--- src/rtl/apb_pkg.sv ---
// Shared APB definitions: default bus widths, timeout default and the requester state encoding.
// Imported by the requester, its wait timer and the memory wrapper slave.
package apb_pkg;

  localparam int APB_DATA_W          = 32;
  localparam int APB_ADDR_W          = 32;
  localparam int APB_TIMEOUT_DEFAULT = 255;

  typedef enum logic [1:0] {
    IDLE   = 2'd0,
    SETUP  = 2'd1,
    ACCESS = 2'd2
  } apb_m_state_t;

  // Byte-lane count for a data bus of the given width.
  function automatic int strb_width(input int data_w);
    return data_w / 8;
  endfunction

endpackage

--- src/rtl/apb_master_if.sv ---
// APB bus between one requester and one responder.
// The master modport drives address/control/write data, the slave modport returns data and status.
interface apb_master_if #(
  parameter int ADDRESS_LENGTH = 32,
  parameter int DATA_LENGTH    = 32
);

  logic [ADDRESS_LENGTH-1:0] paddr;
  logic                      psel;
  logic                      penable;
  logic                      pwrite;
  logic [DATA_LENGTH-1:0]    pwdata;
  logic [DATA_LENGTH/8-1:0]  pstrb;
  logic [DATA_LENGTH-1:0]    prdata;
  logic                      pready;
  logic                      pslverr;

  modport master (
    output paddr, psel, penable, pwrite, pwdata, pstrb,
    input  prdata, pready, pslverr
  );

  modport slave (
    input  paddr, psel, penable, pwrite, pwdata, pstrb,
    output prdata, pready, pslverr
  );

endinterface

--- src/rtl/apb_wait_timer.sv ---
// Counts ACCESS cycles spent without pready; flags the cycle that reaches TIMEOUT_CYCLES.
// Saturates at TIMEOUT_CYCLES so the count never wraps.
module apb_wait_timer #(
  parameter int TIMEOUT_CYCLES = 255,
  parameter int COUNT_W        = $clog2(TIMEOUT_CYCLES + 1)
) (
  input  logic               from_top_clk,
  input  logic               preset,
  input  logic               clear,
  input  logic               enable,
  output logic [COUNT_W-1:0] count,
  output logic               expired
);

  localparam logic [COUNT_W-1:0] LAST_WAIT = COUNT_W'(TIMEOUT_CYCLES - 1);
  localparam logic [COUNT_W-1:0] MAX_WAIT  = COUNT_W'(TIMEOUT_CYCLES);

  always_ff @(posedge from_top_clk) begin
    if (preset || clear) begin
      count <= '0;
    end else if (enable && (count != MAX_WAIT)) begin
      count <= count + COUNT_W'(1);
    end
  end

  // The current enabled cycle is the TIMEOUT_CYCLES-th one without pready.
  assign expired = enable && (count == LAST_WAIT);

endmodule

--- src/rtl/apb_master.sv ---
// APB requester: turns single-outstanding core load/store requests into SETUP/ACCESS transfers
// and returns a registered one-cycle response carrying read data and an error flag.
module apb_master
  import apb_pkg::*;
#(
  parameter int DATA_LENGTH    = APB_DATA_W,
  parameter int ADDRESS_LENGTH = APB_ADDR_W,
  parameter int TIMEOUT_CYCLES = APB_TIMEOUT_DEFAULT,
  parameter int COUNT_W        = $clog2(TIMEOUT_CYCLES + 1)
) (
  input  logic                      from_top_clk,
  input  logic                      preset,

  // Core request: a request is taken on a rising edge where from_core_req and
  // to_core_req_ready are both high; the core holds the request and its fields
  // stable until then. to_core_rsp_valid is a single-cycle pulse with no back-pressure.
  input  logic                      from_core_req,
  output logic                      to_core_req_ready,
  input  logic                      from_core_wr,
  input  logic [ADDRESS_LENGTH-1:0] from_core_addr,
  input  logic [DATA_LENGTH-1:0]    from_core_wdata,
  input  logic [DATA_LENGTH/8-1:0]  from_core_strb,
  output logic                      to_core_rsp_valid,
  output logic [DATA_LENGTH-1:0]    to_core_rdata,
  output logic                      to_core_rsp_err,

  apb_master_if.master              apb,

  output apb_m_state_t              dbg_state,
  output logic [COUNT_W-1:0]        dbg_wait_count
);

  localparam logic [1:0] ST_IDLE   = 2'd0;
  localparam logic [1:0] ST_SETUP  = 2'd1;
  localparam logic [1:0] ST_ACCESS = 2'd2;

  logic [1:0]                state_q;
  logic [1:0]                state_d;
  logic                      wr_q;
  logic [ADDRESS_LENGTH-1:0] addr_q;
  logic [DATA_LENGTH-1:0]    wdata_q;
  logic [DATA_LENGTH/8-1:0]  strb_q;
  logic                      rsp_valid_q;
  logic                      rsp_err_q;
  logic [DATA_LENGTH-1:0]    rdata_q;

  logic accept;
  logic in_access;
  logic xfer_done;
  logic xfer_abort;
  logic timer_en;
  logic timer_expired;

  assign to_core_req_ready = (state_q == ST_IDLE) && !preset;
  assign accept            = from_core_req && to_core_req_ready;
  assign in_access         = (state_q == ST_ACCESS);
  assign timer_en          = in_access && !apb.pready;
  assign xfer_done         = in_access && apb.pready;
  assign xfer_abort        = timer_expired;

  apb_wait_timer #(
    .TIMEOUT_CYCLES (TIMEOUT_CYCLES),
    .COUNT_W        (COUNT_W)
  ) u_wait_timer (
    .from_top_clk (from_top_clk),
    .preset       (preset),
    .clear        (accept),
    .enable       (timer_en),
    .count        (dbg_wait_count),
    .expired      (timer_expired)
  );

  always_comb begin
    state_d = state_q;
    case (state_q)
      ST_IDLE:   if (accept) state_d = ST_SETUP;
      ST_SETUP:  state_d = ST_ACCESS;
      ST_ACCESS: if (xfer_done || xfer_abort) state_d = ST_IDLE;
      default:   state_d = ST_IDLE;
    endcase
  end

  // Request fields are captured once and drive the bus unchanged for the whole transfer.
  always_ff @(posedge from_top_clk) begin
    if (preset) begin
      state_q <= ST_IDLE;
      wr_q    <= 1'b0;
      addr_q  <= '0;
      wdata_q <= '0;
      strb_q  <= '0;
    end else begin
      state_q <= state_d;
      if (accept) begin
        wr_q    <= from_core_wr;
        addr_q  <= from_core_addr;
        wdata_q <= from_core_wdata;
        strb_q  <= from_core_wr ? from_core_strb : '0;
      end
    end
  end

  // A read that times out returns zero data; writes never disturb the last read data.
  always_ff @(posedge from_top_clk) begin
    if (preset) begin
      rsp_valid_q <= 1'b0;
      rsp_err_q   <= 1'b0;
      rdata_q     <= '0;
    end else begin
      rsp_valid_q <= xfer_done || xfer_abort;
      if (xfer_done) begin
        rsp_err_q <= apb.pslverr;
        if (!wr_q) rdata_q <= apb.prdata;
      end else if (xfer_abort) begin
        rsp_err_q <= 1'b1;
        if (!wr_q) rdata_q <= '0;
      end
    end
  end

  assign apb.psel    = (state_q != ST_IDLE);
  assign apb.penable = (state_q == ST_ACCESS);
  assign apb.pwrite  = wr_q;
  assign apb.paddr   = addr_q;
  assign apb.pwdata  = wdata_q;
  assign apb.pstrb   = strb_q;

  assign to_core_rsp_valid = rsp_valid_q;
  assign to_core_rsp_err   = rsp_err_q;
  assign to_core_rdata     = rdata_q;

  assign dbg_state = apb_m_state_t'(state_q);

endmodule
--- src/flat_wrapper.sv ---
// flat-port wrapper written by rule: the top's interface ports become plain ports
module apb_master_flat import apb_pkg::*;
#(
  parameter int DATA_LENGTH    = APB_DATA_W,
  parameter int ADDRESS_LENGTH = APB_ADDR_W,
  parameter int TIMEOUT_CYCLES = APB_TIMEOUT_DEFAULT,
  parameter int COUNT_W        = $clog2(TIMEOUT_CYCLES + 1)
)
  (from_top_clk, preset, from_core_req, to_core_req_ready, from_core_wr, from_core_addr, from_core_wdata, from_core_strb, to_core_rsp_valid, to_core_rdata, to_core_rsp_err, dbg_state, dbg_wait_count, apb_paddr, apb_psel, apb_penable, apb_pwrite, apb_pwdata, apb_pstrb, apb_prdata, apb_pready, apb_pslverr);
  apb_master_if #(.ADDRESS_LENGTH(ADDRESS_LENGTH), .DATA_LENGTH(DATA_LENGTH)) apb_i ();
  input  logic from_top_clk;
  input  logic preset;
  input  logic from_core_req;
  output logic to_core_req_ready;
  input  logic from_core_wr;
  input  logic [ADDRESS_LENGTH-1:0] from_core_addr;
  input  logic [DATA_LENGTH-1:0] from_core_wdata;
  input  logic [DATA_LENGTH/8-1:0] from_core_strb;
  output logic to_core_rsp_valid;
  output logic [DATA_LENGTH-1:0] to_core_rdata;
  output logic to_core_rsp_err;
  output apb_m_state_t dbg_state;
  output logic [COUNT_W-1:0] dbg_wait_count;
  output wire logic [$bits(apb_i.paddr)-1:0] apb_paddr;
  output wire logic [$bits(apb_i.psel)-1:0] apb_psel;
  output wire logic [$bits(apb_i.penable)-1:0] apb_penable;
  output wire logic [$bits(apb_i.pwrite)-1:0] apb_pwrite;
  output wire logic [$bits(apb_i.pwdata)-1:0] apb_pwdata;
  output wire logic [$bits(apb_i.pstrb)-1:0] apb_pstrb;
  input wire logic [$bits(apb_i.prdata)-1:0] apb_prdata;
  input wire logic [$bits(apb_i.pready)-1:0] apb_pready;
  input wire logic [$bits(apb_i.pslverr)-1:0] apb_pslverr;
  assign apb_paddr = apb_i.paddr;
  assign apb_psel = apb_i.psel;
  assign apb_penable = apb_i.penable;
  assign apb_pwrite = apb_i.pwrite;
  assign apb_pwdata = apb_i.pwdata;
  assign apb_pstrb = apb_i.pstrb;
  assign apb_i.prdata = apb_prdata;
  assign apb_i.pready = apb_pready;
  assign apb_i.pslverr = apb_pslverr;
  apb_master #(.DATA_LENGTH(DATA_LENGTH), .ADDRESS_LENGTH(ADDRESS_LENGTH), .TIMEOUT_CYCLES(TIMEOUT_CYCLES), .COUNT_W(COUNT_W)) u_core (.from_top_clk(from_top_clk), .preset(preset), .from_core_req(from_core_req), .to_core_req_ready(to_core_req_ready), .from_core_wr(from_core_wr), .from_core_addr(from_core_addr), .from_core_wdata(from_core_wdata), .from_core_strb(from_core_strb), .to_core_rsp_valid(to_core_rsp_valid), .to_core_rdata(to_core_rdata), .to_core_rsp_err(to_core_rsp_err), .apb(apb_i), .dbg_state(dbg_state), .dbg_wait_count(dbg_wait_count));
endmodule
--- config.mk ---
export PLATFORM = sky130hd
export DESIGN_NAME = apb_master_flat
export DESIGN_NICKNAME = d
export VERILOG_FILES = /design/src/rtl/apb_pkg.sv /design/src/rtl/apb_master_if.sv /design/src/rtl/apb_wait_timer.sv /design/src/rtl/apb_master.sv /design/src/flat_wrapper.sv
export SDC_FILE = /design/constraint.sdc
export NUM_CORES = 1
export LEC_CHECK = 0
export ABC_AREA = 1
export BUFFER_PORTS_ARGS = -buffer_cell sky130_fd_sc_hd__buf_2
export CAP_MARGIN = 25
export CORE_MARGIN = 3
export CORE_UTILIZATION = 39
export CTS_BUF_LIST = sky130_fd_sc_hd__clkbuf_4 sky130_fd_sc_hd__clkbuf_8 sky130_fd_sc_hd__clkbuf_16
export CTS_CLUSTER_SIZE = 10
export DETAILED_ROUTE_END_ITERATION = 7
export PLACE_DENSITY = 0.69
export SLEW_MARGIN = 20
export SYNTH_ARGS = -nofsm -noshare
export SYNTH_HDL_FRONTEND = slang
export SYNTH_SLANG_ARGS = --single-unit
--- constraint.sdc ---
create_clock -name from_top_clk -period 2.6 [get_ports from_top_clk]
set_input_delay 0.13 -clock from_top_clk [delete_from_list [all_inputs] [get_ports from_top_clk]]
set_output_delay 0.13 -clock from_top_clk [all_outputs]
set_load 0.05 [all_outputs]
==> results of run 1 <==
through the flow:
step	power, uW	setup WS [ns]	hold WS (ns)	cells	instance area [um^2]
after floorplan	2420	0.718	0.240	526	4070
after global placement	2620	0.958	0.323	860	5230
after detailed placement	2630	0.924	0.327	860	5230
after CTS	5170	0.809	0.0482	999	6940
after global routing	5320	0.672	0.0655	999	6940
final	5150	0.793	0.0635	999	6940
area by class of cell:
type	instances	share of cell area, %
timing repair buffer	334	32.1
multi-input combinational	369	22.8
inverter	19	1.06
clock buffer	22	6.78
sequential	113	32.6
clock inverter	9	2.24
tap	133	2.40
power groups by stage:
stage	Combinational, uW	Sequential [uW]	Clock [uW]
final	851	1890	2410
after global routing	904	1890	2530
after CTS	838	1880	2450
after detailed placement	715	1920	0
after global placement	707	1910	0
after floorplan	171	2250	0
final timing paths:
| check | to | cells after the start |
|---|---|---|
| worst max-delay path | u_core.apb.pstrb[2]$_SDFFE_PP0P_ | 8 |
| worst min-delay path | u_core.u_wait_timer.count[7]$_SDFFE_PP0P_ | 4 |
| worst max register to register | u_core.apb.pstrb[2]$_SDFFE_PP0P_ | 8 |
| worst min register to register | u_core.apb.paddr[31]$_SDFFE_PP0P_ | 2 |
state kept, by name, indices dropped and copies added, names as in the netlist:
register                   flops
u_core.apb.paddr              32
u_core.apb.pstrb               4
u_core.to_core_rsp_err         1
u_core.dbg_state               2
u_core.to_core_rdata          32
u_core.apb.pwrite              1
u_core.to_core_rsp_valid       1
u_core.u_wait_timer.count      8
u_core.apb.pwdata             32
worst register-to-register path: stages, from the launching register on:
cell and delay, ns:
dfxtp_1 0.37, nor2_2 0.11, inv_2 0.06, nor2_4 0.11
nand2_4 0.09, inv_2 0.23, nand3_1 0.12, dlygate4sd3_1 0.58
nand2_1 0.08
logic make-up (layout without fill, tap and decap cells):
kind of cell / after synthesis / in the layout / synth area share (%)
adder cells (fa/ha/maj): 2 / 2 / 0.615
flip-flops: 113 / 113 / 55.6
buffers and inverters: 44 / 384 / 5.53
AO/OA/AOI/OAI: 47 / 47 / 5.87
AND/OR/NAND/NOR: 320 / 320 / 32.4
layout by cell type, fill, tap and decap left out, types with 6 or more instances in the layout:
cell type      Yosys  final
nand2_1          281    281
inv_1             16     16
nand3_1            6      6
buf_2             16    221
clkbuf_16          0     16
nand2_2           12     12
a21oi_1           42     42
nor2_1             6      6
dlygate4sd3_1      0    108
dfxtp_1          113    113
routing by layer:
layer / global-route usage [%] / wire length, um / up-vias
met5: 0 / 0 / -
met4: 11.5 / 408 / 0
met3: 9.07 / 1330 / 38
met2: 39.4 / 6480 / 232
met1: 24.3 / 5280 / 2083
li1: - / - / 2280
==> flow_metrics.env, run 1 <==
export IMPL_final_setup_viol_count=0
export IMPL_antenna_found_initial=0
export IMPL_power_frac_clock_pct=46.9
export IMPL_yosys_top_cells_area="dfxtp_1 56%, nand2_1 26%, a21oi_1 5.2%"
export IMPL_r2r_slack_ns=0.79
export IMPL_outcome="finished, final reports clean"
export IMPL_wl_um=13500
export IMPL_path_class="flop to flop"
export IMPL_yosysMostFrequentCell="nand2_1"
export IMPL_cp_arrival_ns=2.25
export IMPL_start_kind="flop"
export IMPL_hp_class="primary input to flop"
export IMPL_num_rows=36
export IMPL_setup_tns_final_ns=0
export IMPL_worstHoldStart="preset"
export IMPL_rsz0062_at_grt="false"
export IMPL_cts_tree="built"
export IMPL_via_count=4633
export IMPL_peakVddDrop_uv=431
export IMPL_power_share_combinational_pct=16.5
export IMPL_drt_initial_drc_count=324
export IMPL_cap_violations=0
export IMPL_seq_power_share_pct=36.6
export IMPL_insertion_delay_ns=0.50
export IMPL_ant_nets=0
export IMPL_grt_pass1_wl_um=21200
export IMPL_synth_top_cell_area_share_pct=55.6
export IMPL_leakage_uw=0.00353
export IMPL_post_route_cells_drive_above_1_share_pct=32.4
export IMPL_route_detailed_drc=0
export IMPL_startpoint="u_core.dbg_state[0]$_SDFFE_PP0P_"
export IMPL_yosysUniqueCellTypes=25
export IMPL_cts_resized=0
export IMPL_ctsRootBufferMaster="clkbuf_8"
export IMPL_cts_sinks=113
export IMPL_finalClockSkew_ns=0.00361
export IMPL_ys_seq_elements=113
export IMPL_cts_buffer_depth=2
export IMPL_die_area_mm2=0.0117
export IMPL_yosysWarnings=0
export IMPL_powerDensity_mw_per_mm2=742
export IMPL_max_freq_mhz=553
export IMPL_post_cts_buffers=0
export IMPL_cts_hold_buf=108
export IMPL_switchingPower_uw=1400
export IMPL_swShare_pct=27.1
export IMPL_finalMaxSlewViolations=0
export IMPL_finalCriticalPeriod_ns=1.81
export IMPL_slowest_delay_ns=0.58
export IMPL_cts_htree_levels=4
export IMPL_grt_pass1_vias=4588
export IMPL_cts_clk_slew_worst_paths_ns=0.05
export IMPL_fillers=693
export IMPL_layout_nets=962
export IMPL_routedWlPerCell_um=13.5
export IMPL_drt_pre_antenna_iters=4
export IMPL_syn_nets=634
export IMPL_initial_core_util_pct=40.9
export IMPL_diodes=0
export IMPL_area_growth_pct=70.4
export IMPL_syn_area_per_cell_um2=7.74
export IMPL_cp_slowest_cell="dlygate4sd3_1"
export IMPL_period_share_pct=69.5
export IMPL_final_util_pct=69.7
export IMPL_gp_congestion=0.801
export IMPL_r2r_start="u_core.dbg_state[0]$_SDFFE_PP0P_"
export IMPL_critPathCaptureType="flop"
export IMPL_finalHoldViolCount=0
export IMPL_crit_buf_inv=3
export IMPL_ys_seq_area_share_pct=55.6
export IMPL_max_slew_margin_pct=53.8
export IMPL_ios=222
export IMPL_gr_total_overflow=0
export IMPL_crit_family="buffers and inverters"
export IMPL_dieWidth_um=108
export IMPL_multiInputGateArea_mm2=0.00158
export IMPL_synth_top_cell_by_area="dfxtp_1"
export IMPL_dp_hpwl_um=8140
export IMPL_port_buffers=221
export IMPL_async_reset_ff_share_pct=0
export IMPL_register_area_mm2=0.00226
export IMPL_synth_edf_count=0
export IMPL_crit_chain="nor2_2, inv_2, nor2_4, nand2_4, inv_2, nand3_1, dlygate4sd3_1, nand2_1"
export IMPL_grtUsageTotal_pct=22.9
export IMPL_syn_inst=526
export IMPL_die_height_um=108
export IMPL_syn_area_mm2=0.00407
export IMPL_cp_max_fo=15
export IMPL_worst_pin_slew_ns=0.691
export IMPL_p_int_uw=3750
export IMPL_crit_path_frequent_cell="inv_2"
export IMPL_viasPerCell=4.64
export IMPL_synth_commonest_cells="281 x nand2_1, 113 x dfxtp_1, 42 x a21oi_1"
export IMPL_numCtsBuffers=17
export IMPL_cp_data_required_time_ns=3.04
export IMPL_grt_max_degree=46
export IMPL_synth_flop_cell="dfxtp_1"
export IMPL_core_mm2=0.00995
Note: power is estimated with default switching activity, not from simulation.
==> run 2, diff against run 1 <==
- clock period: 2.6 -> 1.7 ns (I/O delays scaled with it)
==> run 2 against run 1 <==
Net effect:
- final cell count fell by 0.40%
- global-route usage rose by 0.80 points
- register-to-register slack got worse by 0.67 ns
- first-iteration DRC count fell by 14%
- sequential cell count did not move
- clock power rose by 67%
- critical endpoint is now u_core.to_core_rsp_valid$_SDFF_PP0_
- largest cell class unchanged
==> flow_metrics.env, run 2 (same netlist as run 1, synthesis figures left out) <==
export IMPL_finalCriticalPeriod_ns=1.58
export IMPL_dp_slack_ns=0.0857
export IMPL_numCtsBuffers=17
export IMPL_post_route_cells_drive_above_1_share_pct=33.3
export IMPL_slowest_delay_ns=0.56
export IMPL_cts_sinks=113
export IMPL_area_growth_pct=72.0
export IMPL_max_freq_mhz=633
export IMPL_peakVddDrop_uv=942
export IMPL_setup_ws_ns=0.120
export IMPL_period_share_pct=92.9
export IMPL_crit_buf_inv=3
export IMPL_cp_slowest_cell="dlygate4sd3_1"
export IMPL_start_kind="flop"
export IMPL_setup_tns_final_ns=0
export IMPL_top_usage_layer="met2"
export IMPL_startpoint="u_core.u_wait_timer.count[0]$_SDFFE_PP0P_"
export IMPL_critPathCaptureType="flop"
export IMPL_port_buffers=221
export IMPL_powerDensity_mw_per_mm2=1180
export IMPL_seq_power_share_pct=35.1
export IMPL_rsz0062_at_grt="false"
export IMPL_final_cell_mix="281 x nand2_1, 221 x buf_2, 107 x dfxtp_1"
export IMPL_routedWlPerCell_um=13.9
export IMPL_core_mm2=0.00995
export IMPL_r2r_start="u_core.u_wait_timer.count[0]$_SDFFE_PP0P_"
export IMPL_cp_max_fo=5
export IMPL_insertion_delay_ns=0.50
export IMPL_cts_buffer_depth=2
export IMPL_crit_chain="inv_1, ha_1, inv_1, nor2_1, nand3_2, a21oi_2, dlygate4sd3_1"
export IMPL_worst_pin_slew_ns=0.530
export IMPL_diodes=0
export IMPL_route_detailed_drc=0
export IMPL_dp_cells=858
export IMPL_grtUsageTotal_pct=23.7
export IMPL_met3_usage_pct=10.0
export IMPL_p_int_uw=6070
export IMPL_cts_htree_levels=4
export IMPL_path_class="flop to flop"
export IMPL_cts_clk_slew_worst_paths_ns=0.05
export IMPL_viasPerCell=4.70
export IMPL_crit_path_frequent_cell="inv_1"
export IMPL_num_rows=36
export IMPL_gr_total_overflow=0
export IMPL_leakage_uw=0.00358
export IMPL_layout_nets=957
export IMPL_grt_pass1_wl_um=21900
export IMPL_finalClockSkew_ns=0.00872
export IMPL_antenna_found_initial=0
export IMPL_fillers=728
export IMPL_cp_arrival_ns=2.02
export IMPL_whs_ns=0.0750
export IMPL_finalMaxSlewViolations=0
export IMPL_grt_pass1_vias=4629
export IMPL_post_cts_buffers=0
export IMPL_ctsRootBufferMaster="clkbuf_8"
export IMPL_cp_num_cells=7
export IMPL_drt_pre_antenna_iters=5
export IMPL_ios=222
export IMPL_max_slew_margin_pct=64.7
export IMPL_layout_commonest_cell="nand2_1"
export IMPL_power_share_combinational_pct=15.8
export IMPL_cts_tree="built"
export IMPL_die_height_um=108
export IMPL_initial_core_util_pct=40.9
export IMPL_final_setup_viol_count=0
export IMPL_reg2reg_depth=7
export IMPL_swShare_pct=26.2
export IMPL_ant_nets=0
export IMPL_drt_initial_drc_count=280
export IMPL_endpoint="u_core.to_core_rsp_valid$_SDFF_PP0_"
export IMPL_outcome="finished, final reports clean"
export IMPL_gp_congestion=0.782
export IMPL_dp_hpwl_um=7980
export IMPL_die_area_mm2=0.0117
export IMPL_cp_data_required_time_ns=2.14
export IMPL_switchingPower_uw=2160
export IMPL_grt_max_degree=71
export IMPL_use_met2_pct=40.9
export IMPL_stdcell_count=995
export IMPL_dieWidth_um=108
export IMPL_hp_class="primary input to flop"
export IMPL_crit_family="buffers and inverters"
export IMPL_cap_violations=0
export IMPL_finalHoldViolCount=0
export IMPL_wl_um=13800
export IMPL_power_frac_clock_pct=49.1
export IMPL_r2r_slack_ns=0.12
export IMPL_met1_usage_pct=25.2
export IMPL_r2r_end="u_core.to_core_rsp_valid$_SDFF_PP0_"
export IMPL_via_count=4678
[run 2: changes by cell type in the layout (fill, tap and decap cells not counted), moves of 2 or more]
| cell | before | now |
|---|---|---|
| bufinv_16 | 4 | 6 |
| dlygate4sd3_1 | 108 | 105 |
| clkinvlp_4 | 4 | 0 |
| dfxtp_1 | 113 | 107 |
| clkinv_2 | 1 | 3 |
| buf_12 | 0 | 2 |
| dfxtp_2 | 0 | 4 |
| dfxtp_4 | 0 | 2 |
| buf_4 | 5 | 1 |
[run 2: layout make-up]
type	count	area, um^2	share of cell area, %
flip-flops and latches	113	2270	32.5
repair buffers	329	2200	31.5
multi-input cells	369	1600	22.8
clock buffers	22	477	6.81
clock inverters	10	201	2.88
well taps	133	166	2.38
inverters	19	78.8	1.13
[run 2: timing repair]
action,4_1_cts,5_1_grt
endpoints found under the setup margin,0,34
hold buffers,105,0
endpoints found under the hold margin,111,0
gates resized for setup,0,5
[run 2: layer usage]
| layer | wire length [um] | share of wire, % |
|---|---|---|
| met1 | 5270 | 38 |
| met2 | 6840 | 50 |
| met3 | 1340 | 9.7 |
| met4 | 369 | 2.7 |
| met5 | 0 | 0 |
[run 2: worst min path at each step]
stage               cells after the start                 from                                         to
finish                                  6           apb_pready  u_core.u_wait_timer.count[0]$_SDFFE_PP0P_
floorplan                               2  from_core_wdata[24]         u_core.apb.pwdata[24]$_SDFFE_PP0P_
global placement                        3  from_core_wdata[10]         u_core.apb.pwdata[10]$_SDFFE_PP0P_
CTS                                     5           apb_pready        u_core.to_core_rsp_err$_SDFFE_PP0P_
global route                            6           apb_pready           u_core.dbg_state[1]$_SDFFE_PP0P_
detailed placement                      3   from_core_addr[30]          u_core.apb.paddr[30]$_SDFFE_PP0P_
[run 2: power groups by stage]
stage	Clock [uW]	Sequential [uW]	Combinational, uW
3_5_place_dp	0	2930	1090
2_1_floorplan	0	3430	264
4_1_cts	4110	2880	1280
5_1_grt	4240	2900	1380
3_3_place_gp	0	2920	1080
6_report	4030	2890	1300
[run 2: worst min-delay path: cells and delay by family]
kind | cells | cell delay (ns)
compound gates | 2 | 0.15
buf+inv | 2 | 0.14
simple gates | 2 | 0.16
[run 2: per-stage QoR]
stage / util, % / cell area (um^2) / power [uW]
floorplan: - / 4090 / 3700
global placement: 52.8 / 5260 / 4010
detailed placement: 52.8 / 5260 / 4030
CTS: 70.2 / 6990 / 8270
global route: 70.3 / 7000 / 8520
finish: 70.3 / 7000 / 8220
==> run 3, diff against run 2 <==
- PLACE_DENSITY: 0.69 -> 0.72
- clock period: 1.7 -> 1.4 ns (I/O delays scaled with it)
==> run 3 against run 2 <==
Net effect:
- the flow now finishes with violations (setup timing)
- setup slack worse by 0.25 ns
- sequential share of layout area shrank 2.0 points
- hold slack improved by 0.19 ns
- total power grew 17%
- clock-buffer cell count fell by 2
- global-route usage up 0.38 points
- via count grew 5.1%
- cell area is 6.7% higher
- first-iteration DRC count up 20%
- combinational power up 32%
- highest routed layer unchanged
==> flow_metrics.env, run 3 (same netlist as run 1, synthesis figures left out) <==
export IMPL_outcome="finished, violations left"
export IMPL_violations="setup timing"
export IMPL_antenna_found_initial=0
export IMPL_drt_initial_drc_count=337
export IMPL_worst_pin_slew_ns=0.298
export IMPL_cts_clk_slew_worst_paths_ns=0.06
export IMPL_finalCriticalPeriod_ns=1.53
export IMPL_startpoint="u_core.dbg_state[1]$_SDFFE_PP0P_"
export IMPL_cp_slowest_cell="dfxtp_4"
export IMPL_cts_tree="built"
export IMPL_cap_violations=0
export IMPL_dieWidth_um=108
export IMPL_finalHoldViolCount=0
export IMPL_slowest_delay_ns=0.38
export IMPL_layout_commonest_cell="nand2_1"
export IMPL_grt_pass1_wl_um=22200
export IMPL_r2r_end="u_core.to_core_rdata[17]$_SDFFE_PP0P_"
export IMPL_cp_arrival_ns=1.97
export IMPL_setup_tns_final_ns=-1.51
export IMPL_viasPerCell=4.82
export IMPL_period_share_pct=109
export IMPL_num_rows=36
export IMPL_port_buffers=221
export IMPL_gp_congestion=0.783
export IMPL_grtUsageTotal_pct=24.1
export IMPL_fillers=628
export IMPL_max_freq_mhz=653
export IMPL_cp_max_fo=8
export IMPL_routedWlPerCell_um=15.9
export IMPL_final_cell_mix="251 x nand2_1, 219 x buf_2, 105 x dlygate4sd3_1"
export IMPL_final_setup_viol_count=31
export IMPL_insertion_delay_ns=0.52
export IMPL_rsz0062_at_grt="true"
export IMPL_endpoint="u_core.to_core_rdata[17]$_SDFFE_PP0P_"
export IMPL_setup_ws_ns=-0.132
export IMPL_area_growth_pct=83.6
export IMPL_post_route_cells_drive_above_1_share_pct=41.9
export IMPL_drt_pre_antenna_iters=5
export IMPL_core_mm2=0.00995
export IMPL_powerDensity_mw_per_mm2=1280
export IMPL_finalClockSkew_ns=0.00560
export IMPL_critPathCaptureType="flop"
export IMPL_peakVddDrop_uv=738
export IMPL_cts_sinks=113
export IMPL_layout_nets=981
export IMPL_finalMaxSlewViolations=0
export IMPL_gr_total_overflow=0
export IMPL_dp_hpwl_um=8170
export IMPL_numCtsBuffers=17
export IMPL_crit_path_frequent_cell="nor2_4"
export IMPL_start_kind="flop"
export IMPL_hp_class="primary input to flop"
export IMPL_crit_chain="inv_2, nor2_4, nand2_4, nor2_4, buf_6, nand2_1, a21oi_1"
export IMPL_ant_nets=0
export IMPL_cts_htree_levels=4
export IMPL_die_height_um=108
export IMPL_ios=222
export IMPL_via_count=4918
export IMPL_route_detailed_drc=0
export IMPL_cp_data_required_time_ns=1.84
export IMPL_leakage_uw=0.00373
export IMPL_r2r_slack_ns=-0.13
export IMPL_whs_ns=0.270
export IMPL_wl_um=16200
export IMPL_grt_max_degree=41
export IMPL_initial_core_util_pct=40.9
export IMPL_ctsRootBufferMaster="clkbuf_8"
export IMPL_reg2reg_depth=7
export IMPL_max_slew_margin_pct=80.1
export IMPL_cts_buffer_depth=2
export IMPL_r2r_start="u_core.dbg_state[1]$_SDFFE_PP0P_"
export IMPL_grt_pass1_vias=4724
export IMPL_path_class="flop to flop"
export IMPL_die_area_mm2=0.0117
==> run 3: final cells by class <==
type,instances,area [um^2],area share (%)
antenna,2,5.00,0.0670
inverter,19,78.8,1.06
multi-input combinational,369,1780,23.8
clock buffer,20,449,6.01
sequential,113,2280,30.5
tap,133,166,2.23
timing repair buffer,353,2550,34.2
clock inverter,12,158,2.11
==> run 3: timing repair <==
item,CTS,global route
endpoints found under the hold margin,111,0
pin swaps,1,40
cloned,0,7
buffers inserted,0,7
resized for setup,5,65
hold buffers,105,0
endpoints found under the setup margin,2,50
==> run 3: worst min-delay path by stage <==
stage                                   start                            endpoint  cells after the start
final                      from_core_addr[28]   u_core.apb.paddr[28]$_SDFFE_PP0P_                      4
after global routing      from_core_wdata[10]  u_core.apb.pwdata[10]$_SDFFE_PP0P_                      4
after CTS                 from_core_wdata[10]  u_core.apb.pwdata[10]$_SDFFE_PP0P_                      4
after detailed placement  from_core_wdata[11]  u_core.apb.pwdata[11]$_SDFFE_PP0P_                      3
after global placement    from_core_wdata[21]  u_core.apb.pwdata[21]$_SDFFE_PP0P_                      3
after floorplan           from_core_wdata[24]  u_core.apb.pwdata[24]$_SDFFE_PP0P_                      2
==> run 3: layer usage <==
metal	global-route usage, %	up-vias	wire length, um
met5	0	-	0
met4	11.3	0	597
met3	8.24	56	1370
met2	42.9	274	8190
met1	25.6	2258	6040
li1	-	2330	-
==> run 3: worst max-delay path: cells and delay by family, from the launching register on <==
family / cells / cell delay, ns
buffers and inverters: 2 / 0.26
flip-flops: 1 / 0.38
AND/OR/NAND/NOR: 4 / 0.62
AO/OA/AOI/OAI: 1 / 0.19
==> run 3: power by group <==
group,total (uW),leakage (uW),switching (uW),internal [uW]
sequential,3510,0.000929,109,3400
combinational,1720,0.00252,1120,601
clock,4360,0.000287,1540,2830
total,9590,0.00373,2760,6820
==> run 3: through the flow <==
| stage | cell area, um^2 | setup slack, ns | util (%) | instances | power (uW) |
|---|---|---|---|---|---|
| finish | 7470 | -0.132 | 75.1 | 1021 | 9590 |
| global route | 7470 | -0.188 | 75.0 | 1019 | 9890 |
| CTS | 7070 | -0.0378 | 71.0 | 1005 | 9520 |
| detailed placement | 5390 | 0.0462 | 54.2 | 868 | 4920 |
| global placement | 5390 | 0.0744 | 54.2 | 868 | 4910 |
| floorplan | 4100 | -0.279 | - | 526 | 4490 |
